===== src/rtl/usb_tx_pkg.sv =====
// Shared types and constants for the USB transmit packet sequencer.
// CRC polynomials are in MSB-first (non-reflected) form to match the serial shifter.
package usb_tx_pkg;

  typedef enum logic [1:0] {
    PKT_TOKEN     = 2'b00,
    PKT_DATA      = 2'b01,
    PKT_HANDSHAKE = 2'b10,
    PKT_RSVD      = 2'b11
  } pkt_type_t;

  typedef enum logic [3:0] {
    ST_IDLE,
    ST_SYNC,
    ST_PID,
    ST_TOKEN_BITS,
    ST_DATA_BITS,
    ST_CRC5,
    ST_CRC16,
    ST_EOP_SE0,
    ST_EOP_J
  } state_t;

  localparam logic [7:0]  SYNC_PATTERN = 8'h80;
  localparam logic [4:0]  CRC5_POLY    = 5'h05;
  localparam logic [4:0]  CRC5_INIT    = 5'h1F;
  localparam logic [15:0] CRC16_POLY   = 16'h8005;
  localparam logic [15:0] CRC16_INIT   = 16'hFFFF;

  localparam logic [3:0] PID_OUT   = 4'h1;
  localparam logic [3:0] PID_IN    = 4'h9;
  localparam logic [3:0] PID_DATA0 = 4'h3;
  localparam logic [3:0] PID_DATA1 = 4'hB;
  localparam logic [3:0] PID_ACK   = 4'h2;
  localparam logic [3:0] PID_NAK   = 4'hA;

  // Index of the final bit time of each field.
  function automatic logic [3:0] field_last(input state_t s);
    case (s)
      ST_SYNC, ST_PID, ST_DATA_BITS: field_last = 4'd7;
      ST_TOKEN_BITS:                 field_last = 4'd10;
      ST_CRC5:                       field_last = 4'd4;
      ST_CRC16:                      field_last = 4'd15;
      ST_EOP_SE0:                    field_last = 4'd1;
      default:                       field_last = 4'd0;
    endcase
  endfunction

endpackage


===== src/rtl/usb_serial_crc.sv =====
// Bit-serial CRC register, MSB-first shift; init has priority over en.
module usb_serial_crc #(
  parameter int unsigned       WIDTH = 5,
  parameter logic [WIDTH-1:0]  POLY  = '0,
  parameter logic [WIDTH-1:0]  INIT  = '1
) (
  input  logic             clk,
  input  logic             n_rst,
  input  logic             init,
  input  logic             en,
  input  logic             din,
  output logic [WIDTH-1:0] crc
);

  logic [WIDTH-1:0] crc_q, crc_d;
  logic             fb;

  always_comb begin
    crc_d = crc_q;
    fb    = crc_q[WIDTH-1] ^ din;
    if (init) begin
      crc_d = INIT;
    end else if (en) begin
      crc_d = {crc_q[WIDTH-2:0], 1'b0} ^ (fb ? POLY : '0);
    end
  end

  always_ff @(posedge clk or negedge n_rst) begin
    if (!n_rst) crc_q <= '0;
    else        crc_q <= crc_d;
  end

  assign crc = crc_q;

endmodule


===== src/rtl/usb_tx_pkt_seq.sv =====
// USB transmit packet sequencer: SYNC, PID, token/payload, CRC and EOP,
// one bit per bit_en strobe, feeding the bit-stuff/NRZI stage.
module usb_tx_pkt_seq
  import usb_tx_pkg::*;
#(
  parameter int unsigned MAX_DATA_BYTES = 64,
  parameter int unsigned LEN_W          = $clog2(MAX_DATA_BYTES + 1)
) (
  input  logic             clk,
  input  logic             n_rst,
  input  logic             start,
  input  logic [1:0]       pkt_type,
  input  logic [3:0]       pid,
  input  logic [10:0]      token_field,
  input  logic [LEN_W-1:0] data_len,
  input  logic [7:0]       data_byte,
  input  logic             bit_en,
  output logic             data_rd,
  output logic             tx_bit,
  output logic             tx_se0,
  output logic             tx_active,
  output logic             ready,
  output logic             done
);

  localparam logic [LEN_W-1:0] MAX_LEN = LEN_W'(MAX_DATA_BYTES);

  state_t           state_q, state_d;
  logic [3:0]       bit_cnt_q, bit_cnt_d;
  logic [LEN_W-1:0] byte_cnt_q, byte_cnt_d;
  logic [LEN_W-1:0] len_q, len_d;
  logic [7:0]       shift_q, shift_d;
  logic             load_q, load_d;
  logic             done_q, done_d;
  pkt_type_t        type_q, type_d;
  logic [3:0]       pid_q, pid_d;
  logic [10:0]      token_q, token_d;

  logic [4:0]       crc5;
  logic [15:0]      crc16;
  logic [7:0]       pid_byte;
  logic [2:0]       crc5_idx;
  logic [LEN_W-1:0] len_clamped;
  logic             accept;
  logic             cur_bit;
  logic             bit_last;

  assign accept      = start && (state_q == ST_IDLE);
  assign len_clamped = (data_len > MAX_LEN) ? MAX_LEN : data_len;
  assign pid_byte    = {~pid_q, pid_q};
  assign crc5_idx    = 3'd4 - bit_cnt_q[2:0];
  assign bit_last    = (bit_cnt_q == field_last(state_q));

  // While a byte is being popped the shift register is not loaded yet,
  // so the line bit comes straight from the FIFO head.
  always_comb begin
    cur_bit = 1'b1;
    case (state_q)
      ST_SYNC:       cur_bit = SYNC_PATTERN[bit_cnt_q[2:0]];
      ST_PID:        cur_bit = pid_byte[bit_cnt_q[2:0]];
      ST_TOKEN_BITS: cur_bit = token_q[bit_cnt_q];
      ST_DATA_BITS:  cur_bit = load_q ? data_byte[bit_cnt_q[2:0]] : shift_q[bit_cnt_q[2:0]];
      ST_CRC5:       cur_bit = ~crc5[crc5_idx];
      ST_CRC16:      cur_bit = ~crc16[~bit_cnt_q];
      ST_EOP_SE0:    cur_bit = 1'b0;
      default:       cur_bit = 1'b1;
    endcase
  end

  always_comb begin
    state_d    = state_q;
    bit_cnt_d  = bit_cnt_q;
    byte_cnt_d = byte_cnt_q;
    len_d      = len_q;
    shift_d    = shift_q;
    load_d     = load_q;
    done_d     = 1'b0;
    type_d     = type_q;
    pid_d      = pid_q;
    token_d    = token_q;

    if (accept) begin
      state_d    = ST_SYNC;
      bit_cnt_d  = '0;
      byte_cnt_d = '0;
      load_d     = 1'b0;
      type_d     = pkt_type_t'(pkt_type);
      pid_d      = pid;
      token_d    = token_field;
      len_d      = len_clamped;
    end else if (state_q != ST_IDLE) begin
      if (state_q == ST_DATA_BITS && load_q) begin
        shift_d = data_byte;
        load_d  = 1'b0;
      end
      if (bit_en) begin
        if (!bit_last) begin
          bit_cnt_d = bit_cnt_q + 4'd1;
        end else begin
          bit_cnt_d = '0;
          case (state_q)
            ST_SYNC: state_d = ST_PID;
            ST_PID: begin
              case (type_q)
                PKT_TOKEN: state_d = ST_TOKEN_BITS;
                PKT_DATA: begin
                  if (len_q == '0) begin
                    state_d = ST_CRC16;
                  end else begin
                    state_d = ST_DATA_BITS;
                    load_d  = 1'b1;
                  end
                end
                default: state_d = ST_EOP_SE0;
              endcase
            end
            ST_TOKEN_BITS: state_d = ST_CRC5;
            ST_DATA_BITS: begin
              byte_cnt_d = byte_cnt_q + 1'b1;
              if (byte_cnt_d == len_q) state_d = ST_CRC16;
              else                     load_d  = 1'b1;
            end
            ST_CRC5, ST_CRC16: state_d = ST_EOP_SE0;
            ST_EOP_SE0:        state_d = ST_EOP_J;
            ST_EOP_J: begin
              state_d = ST_IDLE;
              done_d  = 1'b1;
            end
            default: state_d = ST_IDLE;
          endcase
        end
      end
    end
  end

  always_ff @(posedge clk or negedge n_rst) begin
    if (!n_rst) begin
      state_q    <= ST_IDLE;
      bit_cnt_q  <= '0;
      byte_cnt_q <= '0;
      len_q      <= '0;
      shift_q    <= '0;
      load_q     <= 1'b0;
      done_q     <= 1'b0;
      type_q     <= PKT_TOKEN;
      pid_q      <= '0;
      token_q    <= '0;
    end else begin
      state_q    <= state_d;
      bit_cnt_q  <= bit_cnt_d;
      byte_cnt_q <= byte_cnt_d;
      len_q      <= len_d;
      shift_q    <= shift_d;
      load_q     <= load_d;
      done_q     <= done_d;
      type_q     <= type_d;
      pid_q      <= pid_d;
      token_q    <= token_d;
    end
  end

  usb_serial_crc #(
    .WIDTH (5),
    .POLY  (CRC5_POLY),
    .INIT  (CRC5_INIT)
  ) u_crc5 (
    .clk   (clk),
    .n_rst (n_rst),
    .init  (accept),
    .en    (bit_en && (state_q == ST_TOKEN_BITS)),
    .din   (cur_bit),
    .crc   (crc5)
  );

  usb_serial_crc #(
    .WIDTH (16),
    .POLY  (CRC16_POLY),
    .INIT  (CRC16_INIT)
  ) u_crc16 (
    .clk   (clk),
    .n_rst (n_rst),
    .init  (accept),
    .en    (bit_en && (state_q == ST_DATA_BITS)),
    .din   (cur_bit),
    .crc   (crc16)
  );

  assign tx_bit    = cur_bit;
  assign tx_se0    = (state_q == ST_EOP_SE0);
  assign tx_active = (state_q != ST_IDLE);
  assign ready     = (state_q == ST_IDLE);
  assign data_rd   = (state_q == ST_DATA_BITS) && load_q;
  assign done      = done_q;

endmodule

===== config.mk =====
export PLATFORM = sky130hd
export DESIGN_NAME = usb_tx_pkt_seq
export DESIGN_NICKNAME = d
export VERILOG_FILES = /design/src/rtl/usb_tx_pkg.sv /design/src/rtl/usb_serial_crc.sv /design/src/rtl/usb_tx_pkt_seq.sv
export SDC_FILE = /design/constraint.sdc
export NUM_CORES = 1
export LEC_CHECK = 0
export BUFFER_PORTS_ARGS = -buffer_cell sky130_fd_sc_hd__clkbuf_2
export CAP_MARGIN = 15
export CORE_ASPECT_RATIO = 1.5
export CORE_MARGIN = 5
export CORE_UTILIZATION = 47
export CTS_BUF_LIST = sky130_fd_sc_hd__clkbuf_4 sky130_fd_sc_hd__clkbuf_8
export DETAILED_ROUTE_END_ITERATION = 8
export HOLD_SLACK_MARGIN = 0.12
export PLACE_DENSITY = 0.64
export SYNTH_ARGS = -nofsm -noshare
export SYNTH_HDL_FRONTEND = slang
export SYNTH_SLANG_ARGS = --single-unit

===== constraint.sdc =====
create_clock -name clk -period 7.2 [get_ports clk]
set_clock_uncertainty 0.15 [all_clocks]
set_input_delay 0.36 -clock clk [delete_from_list [all_inputs] [get_ports clk]]
set_output_delay 0.36 -clock clk [all_outputs]
set_load 0.01 [all_outputs]

==> results of run 1 <==
==> synthesized netlist by cell type, types with 7 or more instances <==
master	instances	area share (%)
nand2_1	88	8.5
dfrtp_1	70	45
nor2_1	24	2.3
o21ai_0	20	2.6
o22a_1	18	4.0
clkbuf_1	13	1.3
mux2_2	10	2.9
xnor2_1	10	2.2
a21oi_1	8	1.0
inv_1	8	0.77
nand2b_1	8	1.3
nand3_1	8	1.0
mux4_1	7	4.7
nor2b_1	7	1.1
nor3_1	7	0.90
==> final timing paths <==
path	from	end	slack, ns	cells after the start
worst max-delay path	bit_cnt_q[0]	tx_bit	3.52	8
worst min-delay path	bit_en	done	0.18	3
worst max register to register	bit_cnt_q[0]	u_crc16.crc[2]	3.80	9
worst min register to register	token_q[6]	token_q[6]	0.32	2
max in group asynchronous	n_rst	u_crc16.crc[9]	5.73	3
min in group asynchronous	n_rst	byte_cnt_q[5]	0.58	3
==> layout make-up <==
class                           instances  area share (%)
Clock buffer                           14            3.72
Timing Repair Buffer                   78            12.1
Tap cell                              105            2.81
Inverter                                9           0.723
Sequential cell                        70            37.5
Multi-Input combinational cell        286            43.1
Clock inverter                          1           0.107
==> layer usage <==
layer  share of wire, %  track usage (%)
met3                3.7             4.33
met4                2.9             7.82
met5                  0                0
met1                 39             21.6
met2                 55             34.4
==> layout by cell type (no fill, tap or decap), types with 3 or more instances in the layout <==
| master | count |
|---|---|
| nand2_1 | 88 |
| dfrtp_1 | 70 |
| clkbuf_2 | 40 |
| dlygate4sd3_1 | 33 |
| nor2_1 | 24 |
| o21ai_0 | 20 |
| o22a_1 | 18 |
| clkbuf_8 | 11 |
| xnor2_1 | 10 |
| mux2_2 | 10 |
| inv_1 | 8 |
| nand3_1 | 8 |
| a21oi_1 | 8 |
| nand2b_1 | 8 |
| mux4_1 | 7 |
| nor2b_1 | 7 |
| nor3_1 | 7 |
| mux4_2 | 6 |
| mux2i_1 | 5 |
| xor2_1 | 5 |
| ha_1 | 4 |
| buf_4 | 4 |
| and2_1 | 3 |
| o211ai_1 | 3 |
| nor4_1 | 3 |
| a22o_1 | 3 |
| clkbuf_4 | 3 |
==> logic make-up after synthesis <==
logic type | after synthesis
adder cells (fa/ha/maj) | 4
multiplexers | 28
buffers and inverters | 31
AND/OR/NAND/NOR | 164
flip-flops | 70
AO/OA/AOI/OAI | 73
XOR/XNOR | 17
==> flip-flops by register name, indices dropped and copies added (netlist names), 5 cells and up <==
register	cells
byte_cnt_q	7
token_q	11
u_crc16.crc	16
len_q	7
u_crc5.crc	5
shift_q	8
==> metrics by stage <==
stage               setup slack [ns]  cells  power, W  instance area, um^2  util [%]
finish                          3.52    563   0.00166                 4670      58.0
global route                    3.31    563   0.00179                 4670      58.0
CTS                             3.52    563   0.00167                 4670      58.0
detailed placement              3.81    515   0.00136                 4160      51.7
global placement                3.93    515   0.00134                 4160      51.7
floorplan                       4.45    387   0.00120                 3900         -
==> power by group through the flow <==
stage / combinational (W) / sequential (W) / clock [W]
after floorplan: 0.000602 / 0.000596 / 0
after global placement: 0.000626 / 0.000715 / 0
after detailed placement: 0.000644 / 0.000718 / 0
after CTS: 0.000660 / 0.000713 / 0.000298
after global routing: 0.000736 / 0.000736 / 0.000316
final: 0.000659 / 0.000711 / 0.000290
==> timing repair <==
action,CTS,global route
endpoints found under the setup margin,0,0
buffers inserted,0,0
hold endpoints to repair,102,0
resized for setup,0,0
hold buffers,33,0
==> critical path: stages (launching register included) <==
cell and delay, ns:
dfrtp_1 0.93, inv_1 0.25, ha_1 0.41, mux4_2 0.29
or4b_1 0.47, o211ai_1 0.17, nor4_4 0.12, inv_1 0.07
clkbuf_2 0.12
==> impl_metrics.yaml, run 1 <==
status:
  status: "finished clean"
yosys:
  synth_seq_area_share_pct: 44.9
  synth_xor_area_share_pct: 4.52
  avgSynthCellArea_um2: 10.1
  yosysWarnings: 0
  synthMuxAreaShare_pct: 12.3
  ys_ff_latch: 70
  ys_types: 57
  syn_inst: 387
  yosys.area_share.simple_pct: 19.9
  async_flop_share_pct: 100
  synth_top_family_by_area: "simple AND/OR/NAND/NOR gates"
  postSynthNetCount: 427
  ys.flop_type: "dfrtp_1"
  syn_area_um2: 3900
  synth_fa_ha_area_share_pct: 1.28
  synth_compound_area_share_pct: 13.5
  synth_edf_count: 0
placed_design:
  io_buffers: 41
  dp_hpwl_um: 6320
  gp_congestion: 0.890
clock_tree:
  numCtsBuffers: 9
  cts_root_buf: "clkbuf_8"
  cts_max_level: 3
  clkLatencyLatePin_ns: 0.34
  cts.sinks: 70
  tritoncts: "done"
  cts_buffer_depth: 2
  clkTransAtPathRegs_ns: 0.07
final_layout:
  syn_to_final_growth_pct: 19.7
  final_nets: 494
  n_fill_cell: 681
  multi_input_area_um2: 2010
  seq_area_um2: 1750
  drive_above_1_share_pct: 18.6
  diodes: 0
setup_path:
  path_class: "reg -> out"
  crit_path_end_kind: "primary output"
  start_kind: "register"
  worst_ep_arrival_time_ns: 3.17
  crit_required_ns: 6.69
  path_max_fanout: 20
hold_path:
  hp-class: "in -> reg"
power_and_ir_drop:
  p_int_w: 0.00103
  pwr-share-clk_pct: 17.5
  pwr-share-comb_pct: 39.7
  peakVddDrop_v: 0.000231
  power.switching_w: 0.000635
  leakagePower_nw: 2.06
  swShare_pct: 38.2
  seq_power_share_pct: 42.9
  power_density_nw_per_um2: 355
floorplanning:
  rows: 40
  core_um2: 8060
  initial_utilization_pct: 48.4
  die_area_um2: 10300
  die_w_um: 84.4
  die_y_um: 122
  ios: 42
route:
  drc: 0
  postRouteWirelength_um: 9280
  drt.antenna.violating_nets: 0
  wl_per_cell_um: 16.5
  dr.pass1.iters: 4
  vias: 3131
  drt_iter0_markers: 271
  via_per_inst: 5.56
global_routing:
  grt_max_degree: 71
  antenna_found_initial: 0
  grt_overflow: 0
  grt_pass1_wl_um: 15400
  grt_pass1_vias: 3139
  grt_use_total_pct: 19.1
sta:
  slew_headroom_pct: 40.7
  finalCritPeriodShare_pct: 51.1
  min_period_ns: 3.68
  setup_viol: 0
  holdWs_ns: 0.181
  drv_slew: 0
  tns_ns: 0
  worst_pin_slew_ns: 0.889
  hold_violations: 0
  fmax_mhz: 272
  rsz0062_at_grt: "false"
job:
  drv_cap: 0
Note: power is estimated with default switching activity, not from simulation.
==> run 2: changes to the inputs <==
==> constraint.sdc (replaced) <==
create_clock -name clk -period 3.65 [get_ports clk]
set_clock_uncertainty 0.15 [all_clocks]
set_input_delay 0.1825 -clock clk [delete_from_list [all_inputs] [get_ports clk]]
set_output_delay 0.1825 -clock clk [all_outputs]
set_load 0.01 [all_outputs]
==> run 2 against run 1 <==
Net effect:
- global-route usage is 0.92 points higher
- combinational power is 110% higher
- critical path depth shrank 1
- non-clock buffer count grew 13
- count of clock-buffer cells in the layout fell by 1
- clock power rose to 2.5 times the previous value
- via count is 0.96% higher
- die area stayed put
- wire length increased by 2.9%
- sequential share of layout area down 1.3 points
- hold slack better by 0.066 ns
- register-to-register slack got worse by 3.1 ns
- critical path type unchanged
==> impl_metrics.yaml, run 2 (synthesis results as in run 1) <==
status:
  status: "finished clean"
setup_path:
  cp_slowest_cell: "dfrtp_1"
  crit_start: "bit_cnt_q[0]"
  path_max_fanout: 11
  rr_worst_depth: 9
  start_kind: "register"
  cp_slowest_stage_delay_ns: 0.64
  worst_ep_arrival_time_ns: 2.84
  rrSetupSlack_ns: 0.66
  timing.rr.start: "bit_cnt_q[0]"
  crit_path_end_kind: "primary output"
  crit_family: "flip-flops"
  crit_required_ns: 3.32
  path_cells: "buf_4 -> mux4_1 -> a41oi_1 -> o211ai_1 -> nor4_4 -> inv_1 -> clkbuf_2"
  crit_buf_inv: 3
  r2r_end: "u_crc16.crc[2]"
  path_class: "reg -> out"
placed_design:
  placed_area_um2: 4210
  io_buffers: 41
  gp_congestion: 0.874
  dp_hpwl_um: 6500
global_routing:
  grt_overflow: 0
  grt_max_degree: 42
  grt_pass1_wl_um: 16100
  grt_pass1_vias: 3274
  antenna_found_initial: 0
  grt_use_total_pct: 20.0
final_layout:
  layout_common_cells: "nand2_1, dfrtp_1, dlygate4sd3_1, clkbuf_2, nor2_1"
  final_area_um2: 4850
  multi_input_area_um2: 2010
  final_nets: 507
  largest_register_ffs: 16
  final_common_cell: "nand2_1"
  seq_area_um2: 1750
  postLayoutCoreUtil_pct: 60.2
  n_fill_cell: 692
  drive_above_1_share_pct: 19.5
  syn_to_final_growth_pct: 24.2
  diodes: 0
route:
  via_per_inst: 5.48
  vias: 3161
  postRouteWirelength_um: 9540
  drt.antenna.violating_nets: 0
  dr.pass1.iters: 4
  drc: 0
  wl_per_cell_um: 16.5
  drt_iter0_markers: 216
clock_tree:
  cts_buffer_depth: 2
  cts.sinks: 70
  clkTransAtPathRegs_ns: 0.08
  cts_setup_buffers: 0
  clkLatencyLatePin_ns: 0.36
  cts_root_buf: "clkbuf_8"
  cts_max_level: 3
  numCtsBuffers: 9
  tritoncts: "done"
sta:
  finalCritPeriodShare_pct: 86.9
  drv_slew: 0
  rsz0062_at_grt: "false"
  worst_pin_slew_ns: 0.711
  setup_viol: 0
  tns_ns: 0
  slew_headroom_pct: 52.6
  min_period_ns: 3.17
  fmax_mhz: 315
  hold_violations: 0
floorplanning:
  initial_utilization_pct: 48.4
  die_w_um: 84.4
  rows: 40
  die_y_um: 122
  die_area_um2: 10300
  core_um2: 8060
  ios: 42
hold_path:
  hp-class: "in -> async"
job:
  drv_cap: 0
power_and_ir_drop:
  finalPower_w: 0.00347
  peakVddDrop_v: 0.000370
  power_density_nw_per_um2: 716
  leakagePower_nw: 2.14
[run 2: cell count changes in the layout (fill, tap and decap cells not counted), sizes merged]
cell / change
clkbuf: -1
bufinv: +2
buf: +6
dlygate4sd3: +7
[run 2: power by group]
group          switching, W  leakage, nW  internal [W]  total (W)
combinational      0.000679         1.19      0.000718    0.00140
clock              0.000291        0.123      0.000447   0.000738
sequential         0.000300        0.825       0.00104    0.00134
total               0.00127         2.14       0.00220    0.00347
[run 2: area by class of cell]
type	count	area share, %
Timing Repair Buffer	91	14.0
Clock inverter	3	1.34
Sequential cell	70	36.1
Tap cell	105	2.71
Inverter	9	0.697
Multi-Input combinational cell	286	41.5
Clock buffer	13	3.56
[run 2: layer usage]
metal | routed length [um] | up-vias | track usage, %
li1 | - | 1534 | -
met1 | 3770 | 1529 | 24.0
met2 | 5020 | 77 | 33.5
met3 | 411 | 21 | 4.60
met4 | 339 | 0 | 10.2
met5 | 0 | - | 0
[run 2: worst max-delay path by stage]
stage	to	slack, ns	cells after the start
2_1_floorplan	u_crc16.crc[2]	0.90	11
3_3_place_gp	u_crc16.crc[2]	0.71	8
3_5_place_dp	u_crc5.crc[2]	0.67	8
4_1_cts	tx_bit	0.43	7
5_1_grt	tx_bit	0.26	7
6_report	tx_bit	0.48	7
[run 2: repair_timing]
item	4_1_cts	5_1_grt
endpoints found under the hold margin	64	0
hold buffers	40	0
resized for setup	0	0
[run 2: per-stage QoR]
step                std cells  hold WS [ns]  worst slack (ns)
global placement          521         0.122             0.709
global route              577         0.336             0.261
floorplan                 387        -0.263             0.903
CTS                       577         0.274             0.426
detailed placement        521         0.126             0.668
finish                    577         0.247             0.476
==> run 3: changes to the inputs <==
--- a/config.mk
+++ b/config.mk
@@ -10,7 +10,7 @@
 export CORE_ASPECT_RATIO = 1.5
 export CORE_MARGIN = 5
 export CORE_UTILIZATION = 47
-export CTS_BUF_LIST = sky130_fd_sc_hd__clkbuf_4 sky130_fd_sc_hd__clkbuf_8
+export CTS_BUF_LIST = sky130_fd_sc_hd__clkbuf_4
 export DETAILED_ROUTE_END_ITERATION = 8
 export HOLD_SLACK_MARGIN = 0.12
 export PLACE_DENSITY = 0.64
==> run 3 against run 2 <==
Net effect:
- wire length down 0.95%
- sequential share of layout area is 0.66 points higher
- non-clock buffer count did not move
- fmax fell by 2.1%
- final cell count unchanged
- global-route usage down 0.13 points
- power fell by 5.4%
- hold slack got worse by 0.085 ns
- flip-flop and latch count is the same
- final area shrank 1.8%
- critical path type unchanged
==> impl_metrics.yaml, run 3 (synthesis results as in run 1) <==
status:
  status: "finished clean"
final_layout:
  layout_common_cells: "nand2_1, dfrtp_1, dlygate4sd3_1, clkbuf_2, nor2_1"
  n_fill_cell: 703
  diodes: 0
  drive_above_1_share_pct: 18.9
  multi_input_area_um2: 2010
  seq_area_um2: 1750
  syn_to_final_growth_pct: 22.0
  final_common_cell: "nand2_1"
  final_nets: 507
  largest_register_ffs: 16
floorplanning:
  die_w_um: 84.4
  die_area_um2: 10300
  initial_utilization_pct: 48.4
  rows: 40
  die_y_um: 122
  core_um2: 8060
  ios: 42
clock_tree:
  cts_root_buf: "clkbuf_4"
  tritoncts: "done"
  clkTransAtPathRegs_ns: 0.12
  ctsResizeCount: 0
  clkLatencyLatePin_ns: 0.43
  cts.sinks: 70
  cts_max_level: 3
  cts_setup_buffers: 0
  numCtsBuffers: 9
  cts_buffer_depth: 2
  ctsHoldBuffers: 40
setup_path:
  crit_required_ns: 3.32
  cp_slowest_cell: "dfrtp_1"
  path_max_fanout: 11
  worst_ep_arrival_time_ns: 2.91
  start_kind: "register"
  cp_slowest_stage_delay_ns: 0.66
  path_class: "reg -> out"
  path_cells: "buf_4 -> mux4_1 -> a41oi_1 -> o211ai_1 -> nor4_4 -> inv_1 -> clkbuf_2"
  crit_path_end_kind: "primary output"
sta:
  finalCritPeriodShare_pct: 88.9
  holdWs_ns: 0.161
  worst_pin_slew_ns: 0.699
  hold_violations: 0
  rsz0062_at_grt: "false"
  drv_slew: 0
  tns_ns: 0
  fmax_mhz: 308
  min_period_ns: 3.24
  slew_headroom_pct: 53.4
  setup_viol: 0
  worst_slack_ns: 0.407
power_and_ir_drop:
  peakVddDrop_v: 0.000356
  power_density_nw_per_um2: 689
  leakagePower_nw: 2.10
placed_design:
  io_buffers: 41
  gp_congestion: 0.874
  pre_cts_ws_ns: 0.668
  dp_hpwl_um: 6500
global_routing:
  grt_max_degree: 42
  grt_pass1_wl_um: 16000
  antenna_found_initial: 0
  grt_use_total_pct: 19.9
  grt_pass1_vias: 3247
  grt_overflow: 0
route:
  via_per_inst: 5.44
  postRouteWirelength_um: 9450
  drt.antenna.violating_nets: 0
  drc: 0
  dr.pass1.iters: 4
  wl_per_cell_um: 16.4
  drt_iter0_markers: 250
  vias: 3138
job:
  drv_cap: 0
hold_path:
  hp-class: "in -> async"
-- run 3: cell count changes in the layout (fill, tap and decap cells not counted), sizes merged --
cell and delta:
clkinv +3, clkbuf -3
-- run 3: power breakdown --
part           leakage, nW  internal, W  switching, W
Combinational         1.19     0.000718      0.000676
Sequential           0.825      0.00103      0.000301
Clock               0.0829     0.000278      0.000275
Total                 2.10      0.00203       0.00125
-- run 3: worst paths after layout --
path / startpoint / endpoint / slack, ns / depth (start not counted)
worst max-delay path: bit_cnt_q[0] / tx_bit / 0.41 / 7
worst min register to register: pid_q[0] / pid_q[0] / 0.34 / 2
worst min-delay path: n_rst / byte_cnt_q[4] / 0.16 / 2
max in group asynchronous: n_rst / pid_q[2] / 2.21 / 3
worst max register to register: bit_cnt_q[0] / u_crc16.crc[2] / 0.65 / 9
min in group clk: pkt_type[0] / type_q[0] / 0.33 / 4
-- run 3: metrics by stage --
stage / utilization, % / area, um^2 / power [W] / instances
global route: 59.1 / 4760 / 0.00354 / 577
global placement: 52.2 / 4210 / 0.00268 / 521
floorplan: - / 3900 / 0.00236 / 387
CTS: 59.1 / 4760 / 0.00330 / 577
finish: 59.1 / 4760 / 0.00328 / 577
detailed placement: 52.2 / 4210 / 0.00271 / 521
-- run 3: worst max-delay path, delay by kind of cell, from the launching register on --
kind            cells  cell delay (ns)
flops               1             0.66
simple gates        1             0.43
mux                 1             0.55
compound gates      2             0.39
buf+inv             3             0.47
-- run 3: final cells by class --
class	count	share of cell area (%)
clock buffers	10	1.58
clock inverters	6	1.60
inverters	9	0.710
multi-input cells	286	42.3
flip-flops and latches	70	36.8
well taps	105	2.76
repair buffers	91	14.3
-- run 3: metal layers --
metal	global-route usage [%]	share of wire (%)	vias to the layer above
met5	0	0	-
met4	9.41	3.2	0
met3	4.60	4.1	19
met2	33.5	53	73
met1	24.0	40	1509
li1	-	-	1537
